[config.mk]
export PLATFORM = sky130hd
export DESIGN_NAME = ccc_apb_cfg_master
export DESIGN_NICKNAME = d
export VERILOG_FILES = /design/src/rtl/ccc_apb_cfg_master.sv
export SDC_FILE = /design/constraint.sdc
export NUM_CORES = 1
export LEC_CHECK = 0
export CAP_MARGIN = 20
export CORE_UTILIZATION = 49
export CTS_CLUSTER_SIZE = 25
export DETAILED_ROUTE_END_ITERATION = 6
export GPL_ROUTABILITY_DRIVEN = 0
export GPL_TIMING_DRIVEN = 0
export PLACE_DENSITY = 0.8
export SYNTH_ARGS = -nofsm -noshare
export SYNTH_HDL_FRONTEND = slang
export SYNTH_SLANG_ARGS = --single-unit
[constraint.sdc]
create_clock -name PCLK -period 2.1 [get_ports PCLK]
set_input_delay 0.315 -clock PCLK [delete_from_list [all_inputs] [get_ports PCLK]]
set_output_delay 0.315 -clock PCLK [all_outputs]
set_load 0.05 [all_outputs]
[src/rtl/ccc_apb_cfg_master.sv]
// ccc_apb_cfg_master
//
// APB initiator for the dynamic-configuration port of the fabric CCC.
// The block takes one register read or write command at a time from fabric
// control logic. It waits for the CCC to drop BUSY and then runs a single
// zero-wait-state APB setup/access transfer. After a write it can wait for
// the PLL to re-lock. It then returns a one-cycle response with status and
// read data.
//
// Ports
//   PCLK, PRESET_N      fabric clock (rising edge), synchronous active-low reset
//   cmd_valid/ready     command handshake; ready only while idle
//   cmd_write           1 = write, 0 = read
//   cmd_addr/wdata      register address and write data
//   cmd_wait_lock       after a write, wait for a stable LOCK before responding
//   rsp_valid           one-cycle response pulse (no backpressure)
//   rsp_rdata           read data (0 for writes and errors)
//   rsp_err             00 ok, 01 BUSY timeout, 10 LOCK timeout
//   lock_lost           sticky flag: LOCK fell while not waiting for re-lock
//   lock_lost_clr       clears lock_lost (a simultaneous new fall wins)
//   PSEL..PWDATA        APB request outputs to the CCC
//   PRDATA, BUSY, LOCK  APB read data, CCC busy and PLL lock inputs
module ccc_apb_cfg_master #(
    parameter int ADDR_W       = 6,
    parameter int DATA_W       = 8,
    parameter int BUSY_TIMEOUT = 256,
    parameter int LOCK_TIMEOUT = 4096,
    parameter int LOCK_STABLE  = 4
) (
    input  logic              PCLK,
    input  logic              PRESET_N,
    input  logic              cmd_valid,
    output logic              cmd_ready,
    input  logic              cmd_write,
    input  logic [ADDR_W-1:0] cmd_addr,
    input  logic [DATA_W-1:0] cmd_wdata,
    input  logic              cmd_wait_lock,
    output logic              rsp_valid,
    output logic [DATA_W-1:0] rsp_rdata,
    output logic [1:0]        rsp_err,
    output logic              lock_lost,
    input  logic              lock_lost_clr,
    output logic              PSEL,
    output logic              PENABLE,
    output logic              PWRITE,
    output logic [ADDR_W-1:0] PADDR,
    output logic [DATA_W-1:0] PWDATA,
    input  logic [DATA_W-1:0] PRDATA,
    input  logic              BUSY,
    input  logic              LOCK
);

    localparam int BUSY_CNT_W = (BUSY_TIMEOUT > 1) ? $clog2(BUSY_TIMEOUT) : 1;
    localparam int LOCK_CNT_W = (LOCK_TIMEOUT > 1) ? $clog2(LOCK_TIMEOUT) : 1;
    localparam int STABLE_W   = (LOCK_STABLE  > 1) ? $clog2(LOCK_STABLE)  : 1;

    // Terminal counts: each counter stops at its last value and never wraps.
    localparam logic [BUSY_CNT_W-1:0] BUSY_LAST   = BUSY_CNT_W'(BUSY_TIMEOUT - 1);
    localparam logic [LOCK_CNT_W-1:0] LOCK_LAST   = LOCK_CNT_W'(LOCK_TIMEOUT - 1);
    localparam logic [STABLE_W-1:0]   STABLE_LAST = STABLE_W'(LOCK_STABLE - 1);

    localparam logic [1:0] ERR_OK   = 2'b00;
    localparam logic [1:0] ERR_BUSY = 2'b01;
    localparam logic [1:0] ERR_LOCK = 2'b10;

    typedef enum logic [2:0] {
        IDLE,
        WAIT_BUSY,
        SETUP,
        ACCESS,
        WAIT_LOCK,
        RESP
    } state_e;

    state_e              state_q, state_d;
    logic                write_q, write_d;
    logic [ADDR_W-1:0]   addr_q, addr_d;
    logic [DATA_W-1:0]   wdata_q, wdata_d;
    logic                wait_lock_q, wait_lock_d;
    logic [BUSY_CNT_W-1:0] busy_cnt_q, busy_cnt_d;
    logic [LOCK_CNT_W-1:0] lock_cnt_q, lock_cnt_d;
    logic [STABLE_W-1:0] stable_q, stable_d;
    logic [DATA_W-1:0]   rdata_q, rdata_d;
    logic [1:0]          err_q, err_d;
    logic                lock_hist_q;
    logic                lock_lost_q, lock_lost_d;

    // State and datapath registers. Reset returns to IDLE, which immediately
    // drops any APB transfer in flight and discards its response.
    always_ff @(posedge PCLK) begin
        if (!PRESET_N) begin
            state_q     <= IDLE;
            write_q     <= 1'b0;
            addr_q      <= '0;
            wdata_q     <= '0;
            wait_lock_q <= 1'b0;
            busy_cnt_q  <= '0;
            lock_cnt_q  <= '0;
            stable_q    <= '0;
            rdata_q     <= '0;
            err_q       <= ERR_OK;
            lock_hist_q <= 1'b0;
            lock_lost_q <= 1'b0;
        end else begin
            state_q     <= state_d;
            write_q     <= write_d;
            addr_q      <= addr_d;
            wdata_q     <= wdata_d;
            wait_lock_q <= wait_lock_d;
            busy_cnt_q  <= busy_cnt_d;
            lock_cnt_q  <= lock_cnt_d;
            stable_q    <= stable_d;
            rdata_q     <= rdata_d;
            err_q       <= err_d;
            lock_hist_q <= LOCK;
            lock_lost_q <= lock_lost_d;
        end
    end

    // Next-state logic. A falling LOCK is expected while the PLL re-locks
    // after a write, so only falls outside WAIT_LOCK raise lock_lost; a new
    // fall takes priority over a clear in the same cycle.
    always_comb begin
        state_d     = state_q;
        write_d     = write_q;
        addr_d      = addr_q;
        wdata_d     = wdata_q;
        wait_lock_d = wait_lock_q;
        busy_cnt_d  = busy_cnt_q;
        lock_cnt_d  = lock_cnt_q;
        stable_d    = stable_q;
        rdata_d     = rdata_q;
        err_d       = err_q;

        lock_lost_d = (lock_hist_q & ~LOCK & (state_q != WAIT_LOCK))
                    | (lock_lost_q & ~lock_lost_clr);

        case (state_q)
            IDLE: begin
                if (cmd_valid) begin
                    write_d     = cmd_write;
                    addr_d      = cmd_addr;
                    wdata_d     = cmd_wdata;
                    wait_lock_d = cmd_wait_lock;
                    busy_cnt_d  = '0;
                    rdata_d     = '0;
                    err_d       = ERR_OK;
                    state_d     = WAIT_BUSY;
                end
            end
            WAIT_BUSY: begin
                if (!BUSY) begin
                    state_d = SETUP;
                end else if (busy_cnt_q == BUSY_LAST) begin
                    err_d   = ERR_BUSY;
                    state_d = RESP;
                end else begin
                    busy_cnt_d = busy_cnt_q + 1'b1;
                end
            end
            SETUP: begin
                state_d = ACCESS;
            end
            ACCESS: begin
                if (!write_q) begin
                    rdata_d = PRDATA;
                end
                if (write_q && wait_lock_q) begin
                    lock_cnt_d = '0;
                    stable_d   = '0;
                    state_d    = WAIT_LOCK;
                end else begin
                    state_d = RESP;
                end
            end
            WAIT_LOCK: begin
                // Stable lock is tested before the timeout so a tie succeeds.
                if (LOCK && (stable_q == STABLE_LAST)) begin
                    err_d   = ERR_OK;
                    state_d = RESP;
                end else if (lock_cnt_q == LOCK_LAST) begin
                    err_d   = ERR_LOCK;
                    state_d = RESP;
                end else begin
                    lock_cnt_d = lock_cnt_q + 1'b1;
                    stable_d   = LOCK ? (stable_q + 1'b1) : '0;
                end
            end
            RESP: begin
                state_d = IDLE;
            end
            default: begin
                state_d = IDLE;
            end
        endcase
    end

    // Outputs decode directly from the state register. cmd_ready is also
    // held low while reset is asserted so nothing is accepted during reset.
    always_comb begin
        cmd_ready = (state_q == IDLE) && PRESET_N;
        rsp_valid = 1'b0;
        rsp_rdata = '0;
        rsp_err   = ERR_OK;
        PSEL      = 1'b0;
        PENABLE   = 1'b0;
        PWRITE    = 1'b0;
        PADDR     = '0;
        PWDATA    = '0;
        lock_lost = lock_lost_q;

        if ((state_q == SETUP) || (state_q == ACCESS)) begin
            PSEL    = 1'b1;
            PENABLE = (state_q == ACCESS);
            PWRITE  = write_q;
            PADDR   = addr_q;
            PWDATA  = write_q ? wdata_q : '0;
        end

        if (state_q == RESP) begin
            rsp_valid = 1'b1;
            rsp_rdata = rdata_q;
            rsp_err   = err_q;
        end
    end

endmodule

== Word level (Yosys, flattened, before mapping) ==
Cells that the tools add are included.

* Output and inout port bits: 30
* Input port bits: 30
* Word-level logic and storage cells: 92
* Register bits: 53

* $add $sub $neg: 3
* Multiplexer cells: 37
* Equal/unequal tests: 19
* Bitwise logic cells: 6
* Reductions and logical operators: 15

{| class="wikitable"
|+ Operators with widths
! operator !! number
|-
| two-way mux 8 bit || 7
|-
| two-way mux 12 bit || 3
|-
| case mux 8 bit (2 select lines) || 2
|-
| case mux 12 bit (2 select lines) || 1
|-
| two-way mux 2 bit || 10
|-
| inequality test 2 bit (second input constant) || 8
|-
| two-way mux 3 bit || 5
|-
| case mux 3 bit (5 select lines) || 1
|-
| adder 12 x 1 -> 12 bit (second input constant) || 1
|-
| == test 12 bit (second input constant) || 1
|-
| inequality test 3 bit (second input constant) || 3
|-
| adder 8 x 1 -> 8 bit (second input constant) || 1
|-
| == test 8 bit (second input constant) || 1
|-
| AND reduction 4 bit || 2
|-
| == test 3 x 2 -> 1 bit (second input constant) || 2
|-
| == test 3 bit (second input constant) || 2
|-
| two-way mux 6 bit || 1
|-
| case mux 2 bit (3 select lines) || 1
|-
| AND reduction 3 bit || 2
|-
| nonzero test 2 bit || 3
|-
| two-way mux 1 bit || 5
|-
| AND reduction 5 bit || 1
|-
| case mux 2 bit (2 select lines) || 1
|-
| AND 1 bit || 3
|-
| other kinds (10) || 13
|}

== Longest topological paths before layout ==
Gate-level depths: netlist of run 1.

* Depth after elaboration: 5
* Mapped depth: 8
* Mapped depth without buffers: 6

== Worst setup path after synthesis of run 1 ==
Ideal clock, no wire load.

* Path kind: reg-to-output
* Start: register state_q[2]
* End: output rsp_err[0]
* Buffers on the path: 2
* Data arrival time: 1.989 ns
* Stages on the path, launching flop included: 5
* Data required time: 1.785 ns
* Setup slack: -0.204 ns
* Path through: dfxtp_1 clkbuf_1 nor3b_1 clkbuf_1 and2_1

* Longest elaborated chain between the ends: 2

{| class="wikitable"
|+ RTL lines
! element !! RTL line !! RTL
|-
| start: declaration || 75 || <nowiki>state_e state_q, state_d;</nowiki>
|-
| start signal: assignment || 105 || <nowiki>state_q <= state_d;</nowiki>
|-
| == test 3 bit || 220 || <nowiki>if (state_q == RESP) begin</nowiki>
|-
| two-way mux 2 bit || 220 ||
|-
| end: declaration || 40 || <nowiki>output logic [1:0] rsp_err,</nowiki>
|}

No other way between the ends.

== Worst setup path after layout of run 1 ==
* Start: register state_q[0]
* End: output rsp_err[0]

Same word-level chain as after synthesis.

==> metrics.cfg, run 1 <==
[outcome]
outcome = finished clean

[floorplanning]
ios = 60
initial_core_util_pct = 51.2
die_w_um = 72.5
rows = 25
core-area_um2 = 4750
die_area_um2 = 5250
die_y_um = 72.5

[finish]
design_area_um2 = 3320
n_fill_cell = 409
diodes = 0
drive_gt1_share_pct = 17.6
final_cell_mix = dfxtp_1 (50), nand2_1 (49), a21oi_1 (38), clkdlybuf4s50_1 (29)
nets = 408
layout_commonest_cell = dfxtp_1
fin_util_pct = 69.8
area_growth_pct = 36.5

[sta]
fin_worst_skew_ps = 7.02
setup_viol = 0
min_period_ps = 2010
whs_ps = 414
max_freq_mhz = 497
rsz0062_at_grt = true
setup_slack_ps = 86.9
worst_slew_pin_slew_ps = 727
drv_slew = 0
hold_viol_final = 0
slew_headroom_pct = 51.0
fin_crit_sh_pct = 95.9

[clock_tree]
cts_tree = built
clk_latency_ps = 300
cts_made_buffers = 5
clk_path_buf_depth = 2
cts_root_buffer = clkbuf_8
cts.sinks = 53
path_clk_slew_ps = 90
htreeDepth = 2
cts_hold_buf = 0

[power_and_ir_drop]
ir_drop_mv = 0.446
leakagePower_nw = 1.25
powerDensity_nw_per_um2 = 623
finalPower_mw = 2.07

[global_route]
antenna_found_initial = 0
met2_usage_pct = 38.0
grt_start_max_net_pins = 16
grtUsageMet1_pct = 31.5
top_usage_layer = met2
grt_overflow = 0
grt_pass1_wl_mm = 9.56
grt_pass1_vias = 2094
met3_usage_pct = 4.03
grt_usage_pct = 23.2

[yosys]
yosysSeqAreaShare_pct = 43.6
ys_types = 40
yosysWarnings = 0
ys_ff_latch = 53
postSynthAreaPerCell_um2 = 8.03
syn_area_um2 = 2430
ys_async_sr_fraction_pct = 0
synth_nets = 336
synthFlopType = dfxtp_1
netlist_instances = 303
synth_edf_count = 0

[placement]
numPortBuffers = 58
placement.cell_area_um2 = 3100
place_ws_ps = -537
place_hpwl_mm = 4.13

[detailed_routing]
drt_iter0_markers = 151
ant_nets = 0
post_drt_wl_per_cell_um = 13.6
finalWirelength_mm = 6.01
first_pass_iters = 4
drc_errors = 0
via_per_inst = 5.42
vias = 2401

[min_path]
hold_class = input pin to flop

[worst_setup_path]
endpoint_kind = output port
cp_max_fo = 10
start_kind = flop
arrival_ps = 1700
critPathRequiredTime_ps = 1780
criticalPathCategory = flop to output port

[job]
maxCapViolCount = 0

==> routing by layer <==
metal / part of all wire, % / wire length (µm)
met2: 48 / 2870
met3: 4.5 / 270
met4: 1.2 / 72
met5: 0 / 0
met1: 47 / 2810
==> registers in the layout, summed over array words and instances, names as in the netlist <==
name and cells:
wdata_q 8, lock_hist_q 1, state_q 3, lock_cnt_q 12
write_q 1, stable_q 2, rdata_q 8, wait_lock_q 1
busy_cnt_q 8, err_q 2, lock_lost 1, addr_q 6
==> kinds of logic (layout without fill, tap and decap cells) <==
family	after synthesis	count (layout)	synth area share (%)
mux	1	1	0.411
compound gates	71	71	17.2
buf+inv	22	95	3.60
xor+xnor	4	4	1.44
flops	53	53	43.6
fa+ha+maj	3	3	1.54
simple gates	149	149	32.2
==> Yosys cell counts (all sizes together) (6+ instances only) <==
master / instances / area (µm²)
a21oi: 38 / 190
nor2: 19 / 71.3
or3: 7 / 43.8
dfxtp: 53 / 1060
o31ai: 6 / 45.0
nor3: 8 / 40.0
nand3: 11 / 55.1
and2: 19 / 119
clkbuf: 11 / 41.3
o21ai: 11 / 55.1
nand2: 50 / 190
a22oi: 8 / 60.1
and3: 9 / 56.3
or4: 6 / 45.0
inv: 6 / 22.5
==> power breakdown <==
part	leakage, nW	switching [mW]	internal [mW]
combinational	0.755	0.174	0.130
clock	0.0585	0.320	0.389
sequential	0.431	0.0184	1.04
==> worst paths after layout <==
path                            slack [ps]  depth (start not counted)            end        from
worst max-delay path                    90                          6     rsp_err[0]  state_q[0]
worst min-delay path                   410                          2     state_q[2]    PRESET_N
worst max register to register         120                          7  lock_cnt_q[5]  state_q[1]
worst min register to register         450                          2     wdata_q[1]  wdata_q[1]
==> cell type report <==
class                           count  area, µm²  share of cell area (%)
Multi-Input combinational cell    228       1350                    40.6
Sequential cell                    53       1060                    32.1
Timing Repair Buffer               65        594                    17.9
Buffer                             16       90.1                    2.71
Clock buffer                        7       86.3                    2.60
Tap cell                           67       83.8                    2.52
Clock inverter                      1       30.0                   0.904
Inverter                            6       22.5                   0.678
==> critical path: stages (launching register included) <==
cell and delay [ps]:
dfxtp_2 380, buf_6 150, inv_1 110, nor3b_4 260, buf_4 170, and2_1 130
buf_4 200
==> what timing repair did <==
action,4_1_cts,5_1_grt
resized for setup,149,31
endpoints found under the hold margin,0,0
endpoints found under the setup margin,46,47
buffers inserted,1,4
pin swaps,0,4
cloned,0,1
==> metrics by stage <==
stage,cells,setup TNS (ps)
6_report,443,0
5_1_grt,443,-209
4_1_cts,437,0
3_5_place_dp,428,-16820
3_3_place_gp,428,-16370
2_1_floorplan,303,0
Power figures use the tool's default switching activity.
==> run 2: changes to the inputs <==
Settings changed: CORE_UTILIZATION 49 to 53, PLACE_DENSITY 0.8 to 0.86.
Clock period 2.1 ns to 2.4 ns, I/O delays scaled along.
==> run 2 against run 1 <==
Against the previous run:
- non-clock buffer count down 6
- count of clock-buffer cells in the layout unchanged
- sequential share of layout area up 0.98 points
- clock power down 12%
- global-route usage up 0.87 points
- combinational power down 17%
- via count down 2.4%
- sequential power down 13%
- utilization up 3.4 points
- critical endpoint is now PSEL
- largest power group unchanged
- highest routed layer unchanged
==> metrics.cfg, run 2 (same netlist as run 1, synthesis figures left out) <==
[global_route]
grt_usage_pct = 24.1  ; +0.87 points
grt_pass1_wl_mm = 9.62  ; +0.58%
grt_start_max_net_pins = 16  ; unchanged
antenna_found_initial = 0  ; unchanged
grt_overflow = 0  ; unchanged
grt_pass1_vias = 2153  ; +2.8%

[sta]
setup_slack_ps = 146  ; +59.2 ps
hold_viol_final = 0  ; unchanged
setup_viol = 0  ; unchanged
min_period_ps = 2250
rsz0062_at_grt = false
drv_slew = 0  ; unchanged
fin_worst_skew_ps = 9.54  ; +2.52 ps
worst_slew_pin_slew_ps = 589  ; -137 ps
slew_headroom_pct = 60.6  ; +9.5 points
max_freq_mhz = 444
whs_ps = 452  ; +37.7 ps
tns_ps = 0  ; unchanged
fin_crit_sh_pct = 93.9

[floorplanning]
core-area_um2 = 4380  ; -7.8%
die_area_um2 = 4870  ; -7.4%
rows = 24  ; -4.0%
die_w_um = 69.8  ; -3.7%
ios = 60  ; unchanged
initial_core_util_pct = 55.5  ; +4.3 points
die_y_um = 69.8  ; -3.7%

[worst_setup_path]
cp-startpoint = state_q[2]
criticalPathCategory = flop to output port
arrival_ps = 1890  ; +190 ps
cp_slowest_stage_delay_ps = 550  ; +170 ps
critPathRequiredTime_ps = 2040  ; +260 ps
start_kind = flop
crit_chain = clkbuf_2, nor2b_4, clkbuf_2, dlygate4sd2_1
cpLargestDelayFamily = buffers and inverters
cp_max_fo = 10  ; unchanged
worstReg2RegEnd = lock_cnt_q[5]
path_buf_inv = 3  ; -1
r2r_cells = 6  ; -1
r2r_start = state_q[2]
path_depth = 4  ; -2
crit_top_cell = clkbuf_2
endpoint_kind = output port
worstSetupEndpoint = PSEL
reg2reg_slack_ps = 230  ; +110 ps
slowest_stage = dlygate4sd2_1

[placement]
dp_cells = 413  ; -3.5%
place_hpwl_mm = 4.11  ; -0.43%
placement.cell_area_um2 = 3080  ; -0.69%
place_ws_ps = -294  ; +242 ps
numPortBuffers = 58  ; unchanged

[clock_tree]
cts_made_buffers = 5  ; unchanged
htreeDepth = 2  ; unchanged
cts.sinks = 53  ; unchanged
cts_tree = built
clk_path_buf_depth = 2  ; unchanged
cts_hold_buf = 0  ; unchanged
path_clk_slew_ps = 90  ; about the same
cts_root_buffer = clkbuf_8
clk_latency_ps = 310  ; about the same

[detailed_routing]
drt_iter0_markers = 105  ; -30%
via_per_inst = 5.55  ; +2.4%
post_drt_wl_per_cell_um = 13.7  ; +1.1%
drc_errors = 0  ; unchanged
vias = 2343  ; -2.4%
first_pass_iters = 4  ; unchanged
ant_nets = 0  ; unchanged
finalWirelength_mm = 5.79  ; -3.7%

[finish]
drive_gt1_share_pct = 12.2  ; -5.4 points
design_area_um2 = 3210  ; -3.3%
area_growth_pct = 31.9
n_fill_cell = 327  ; -20%
diodes = 0  ; unchanged
regArea_um2 = 1060  ; -0.35%
fin_util_pct = 73.2  ; +3.4 points
top_register = lock_cnt_q
final_cell_mix = dfxtp_1 (53), nand2_1 (49), a21oi_1 (38), clkdlybuf4s50_1 (29)
layoutNonFillerInstCount = 422  ; -4.7%
layout_commonest_cell = dfxtp_1
nets = 402  ; -1.5%
multi_input_area_um2 = 1320  ; -2.2%
largest_reg_flops = 12  ; unchanged

[power_and_ir_drop]
leakagePower_nw = 1.21  ; -2.4%
finalPower_mw = 1.80  ; -13%
ir_drop_mv = 0.494  ; +11%
powerDensity_nw_per_um2 = 561  ; -10%

[min_path]
hold_class = input pin to flop

[outcome]
outcome = finished clean

[job]
maxCapViolCount = 0  ; unchanged

run 2: cell types whose count changed in the layout (fill, tap and decap cells not counted), moves of 2 or more:
cell and change:
clkbuf_4 +4, buf_2 +2, buf_4 -19, buf_6 -5, dfxtp_2 -3, dfxtp_1 +3, dlygate4sd2_1 +8
run 2: routing by layer:
| layer | share of wire (%) | vias up | GRT usage (%) |
|---|---|---|---|
| li1 | - | 1202 | - |
| met4 | 0.59 | 0 | 6.89 |
| met2 | 49 | 57 | 40.5 |
| met3 | 5.6 | 4 | 4.94 |
| met1 | 45 | 1080 | 31.1 |
| met5 | 0 | - | 0 |
run 2: final cells by class:
type	instances	area share, %
Timing Repair Buffer	59	17.3
Clock inverter	1	0.935
Clock buffer	7	2.69
Inverter	6	0.701
Tap cell	52	2.03
Buffer	16	2.22
Sequential cell	53	33.0
Multi-Input combinational cell	228	41.1
run 2: repair_timing:
| action | CTS | global route |
|---|---|---|
| endpoints found under the setup margin | 28 | 43 |
| hold endpoints to repair | 0 | 0 |
| gates cloned | 0 | 0 |
| gates resized for setup | 87 | 23 |
| buffers inserted | 0 | 0 |
run 2: worst min-delay path by stage:
stage                from    endpoint  slack, ps  cells after the start
2_1_floorplan    err_q[1]    err_q[1]        430                      2
5_1_grt          PRESET_N  state_q[2]        460                      2
3_5_place_dp    addr_q[2]   addr_q[2]        440                      2
4_1_cts          PRESET_N  state_q[2]        440                      2
6_report         PRESET_N  state_q[2]        450                      2
3_3_place_gp   wdata_q[0]  wdata_q[0]        440                      2
run 2: power breakdown:
group          leakage [nW]  switching, mW  internal (mW)
clock network        0.0585          0.285          0.340
registers             0.430         0.0162          0.908
logic                 0.726          0.148          0.103
==> run 3: changes to the inputs <==
Settings changed: CORE_ASPECT_RATIO from default to 1.75.
==> run 3 against run 2 <==
Against the previous run:
- non-clock buffer count is the same
- final cell count down 0.47%
- worst setup slack lost 19 ps
- final area is 1.3% lower
- clock skew down 5.7 ps
- sequential share of layout area grew 0.44 points
- sequential power barely moved
- wire length increased by 5.3%
- worst hold slack improved by 1.2 ps
- utilization shrank 1.3 points
- combinational power about the same
==> metrics.cfg, run 3 (same netlist as run 1, synthesis figures left out) <==
[clock_tree]
cts_made_buffers = 5  ; unchanged
cts_tree = built
cts.sinks = 53  ; unchanged
path_clk_slew_ps = 90  ; about the same
htreeDepth = 2  ; unchanged
clk_latency_ps = 300  ; about the same
clk_path_buf_depth = 2  ; unchanged
cts_hold_buf = 0  ; unchanged
cts_root_buffer = clkbuf_8

[finish]
area_growth_pct = 30.2
layout_commonest_cell = dfxtp_1
drive_gt1_share_pct = 12.2  ; +0.033 points
fin_util_pct = 71.9  ; -1.3 points
final_cell_mix = dfxtp_1 (53), nand2_1 (49), a21oi_1 (38), clkdlybuf4s50_1 (29)
largest_reg_flops = 12  ; unchanged
top_register = lock_cnt_q
diodes = 0  ; unchanged
nets = 402  ; unchanged
design_area_um2 = 3170  ; -1.3%

[floorplanning]
die_area_um2 = 4880  ; +0.23%
ios = 60  ; unchanged
core-area_um2 = 4400  ; +0.46%
die_w_um = 53.2  ; -24%
rows = 32  ; +33%
die_y_um = 91.6  ; +31%
initial_core_util_pct = 55.3  ; -0.25 points

[worst_setup_path]
worstReg2RegEnd = lock_cnt_q[2]
cpLargestDelayFamily = buffers and inverters
r2r_cells = 8  ; +2
cp_max_fo = 10  ; unchanged
slowest_stage = dfxtp_1
reg2reg_slack_ps = 160  ; -70 ps
crit_chain = clkbuf_2, nor2b_2, clkbuf_2, and2_1, clkdlybuf4s15_2
critPathRequiredTime_ps = 2040  ; about the same
crit_top_cell = clkbuf_2
arrival_ps = 1910  ; +20 ps
criticalPathCategory = flop to output port
cp_slowest_stage_delay_ps = 390  ; -160 ps
start_kind = flop
path_buf_inv = 3  ; unchanged
endpoint_kind = output port
r2r_start = lock_cnt_q[0]

[sta]
slew_headroom_pct = 47.3  ; -13 points
worst_slew_pin_slew_ps = 783  ; +193 ps
rsz0062_at_grt = true
setup_slack_ps = 127  ; -18.6 ps
drv_slew = 0  ; unchanged
hold_viol_final = 0  ; unchanged
setup_viol = 0  ; unchanged
min_period_ps = 2270  ; +18.6 ps
whs_ps = 453  ; +1.16 ps
max_freq_mhz = 440  ; -0.82%
fin_crit_sh_pct = 94.7  ; +0.78 points
fin_worst_skew_ps = 3.87  ; -5.67 ps

[min_path]
hold_class = flop to flop
hp-start = addr_q[2]
worstHoldPathCells = 2  ; unchanged
hold_path_end = addr_q[2]

[job]
maxCapViolCount = 0  ; unchanged

[global_route]
grt_start_max_net_pins = 15  ; -1
grt_pass1_vias = 2217  ; +3.0%
grt_pass1_wl_mm = 9.84  ; +2.3%
grt_usage_pct = 26.6  ; +2.6 points
grt_overflow = 0  ; unchanged
antenna_found_initial = 0  ; unchanged

[detailed_routing]
finalWirelength_mm = 6.10  ; +5.3%
wl_met2_mm = 3.32  ; +18%
top_layer = met4
drc_errors = 0  ; unchanged
wl_met3_um = 246  ; -24%
drt_iter0_markers = 67  ; -36%
post_drt_wl_per_cell_um = 14.5  ; +5.8%
ant_nets = 0  ; unchanged
via_per_inst = 5.70  ; +2.7%
wl_met1_mm = 2.41  ; -8.0%
first_pass_iters = 4  ; unchanged
vias = 2396  ; +2.3%

[placement]
numPortBuffers = 58  ; unchanged
place_ws_ps = -273  ; +21.1 ps
placement.cell_area_um2 = 3080  ; +0.12%
place_hpwl_mm = 4.50  ; +9.6%

[power_and_ir_drop]
powerDensity_nw_per_um2 = 529  ; -5.6%
ir_drop_mv = 0.489  ; -0.88%
leakagePower_nw = 1.18  ; -2.6%

[outcome]
outcome = finished clean

run 3: worst max path at each step:
stage | startpoint | end | slack, ps | depth (start not counted)
after detailed placement | cmd_valid | busy_cnt_q[4] | -270 | 6
after floorplan | state_q[2] | rsp_err[0] | 50 | 4
after global placement | state_q[2] | rsp_err[1] | -250 | 5
after CTS | lock_cnt_q[0] | lock_cnt_q[2] | 20 | 8
after global routing | state_q[2] | PWDATA[5] | -2 | 5
final | state_q[2] | PADDR[4] | 130 | 5
run 3: final cells by class:
cell class	count	area, µm²
multi-input cells	228	1310
fillers	380	1240
flip-flops and latches	53	1060
repair buffers	59	549
clock buffers	7	86.3
plain buffers	16	71.3
well taps	51	63.8
inverters	6	22.5
run 3: through the flow:
stage          std cells  total power, mW  TNS (ps)
2_1_floorplan        303             1.09         0
4_1_cts              420             1.68         0
3_5_place_dp         413             1.19     -5530
3_3_place_gp         412             1.18     -4560
6_report             420             1.68         0
5_1_grt              420             1.75     -3.34
run 3: worst min-delay path, cell delays in order, from the launching register on:
cell and delay, ps:
dfxtp_1 310, nand2_1 50, a21oi_1 50
run 3: where the power goes:
part | leakage (nW) | switching [mW] | total, mW | internal (mW)
clock | 0.0443 | 0.270 | 0.500 | 0.229
sequential | 0.430 | 0.0159 | 0.924 | 0.908
combinational | 0.709 | 0.150 | 0.253 | 0.103
run 3: metal layers:
layer / track usage [%] / vias to the layer above
met2: 49.6 / 60
li1: - / 1200
met1: 28.1 / 1125
met3: 4.31 / 11
met5: 0 / -
met4: 9.21 / 0
run 3: repair_timing:
item,CTS,global route
setup buffers,0,0
setup endpoints to repair,29,42
pin swaps,0,0
gates resized for setup,90,15
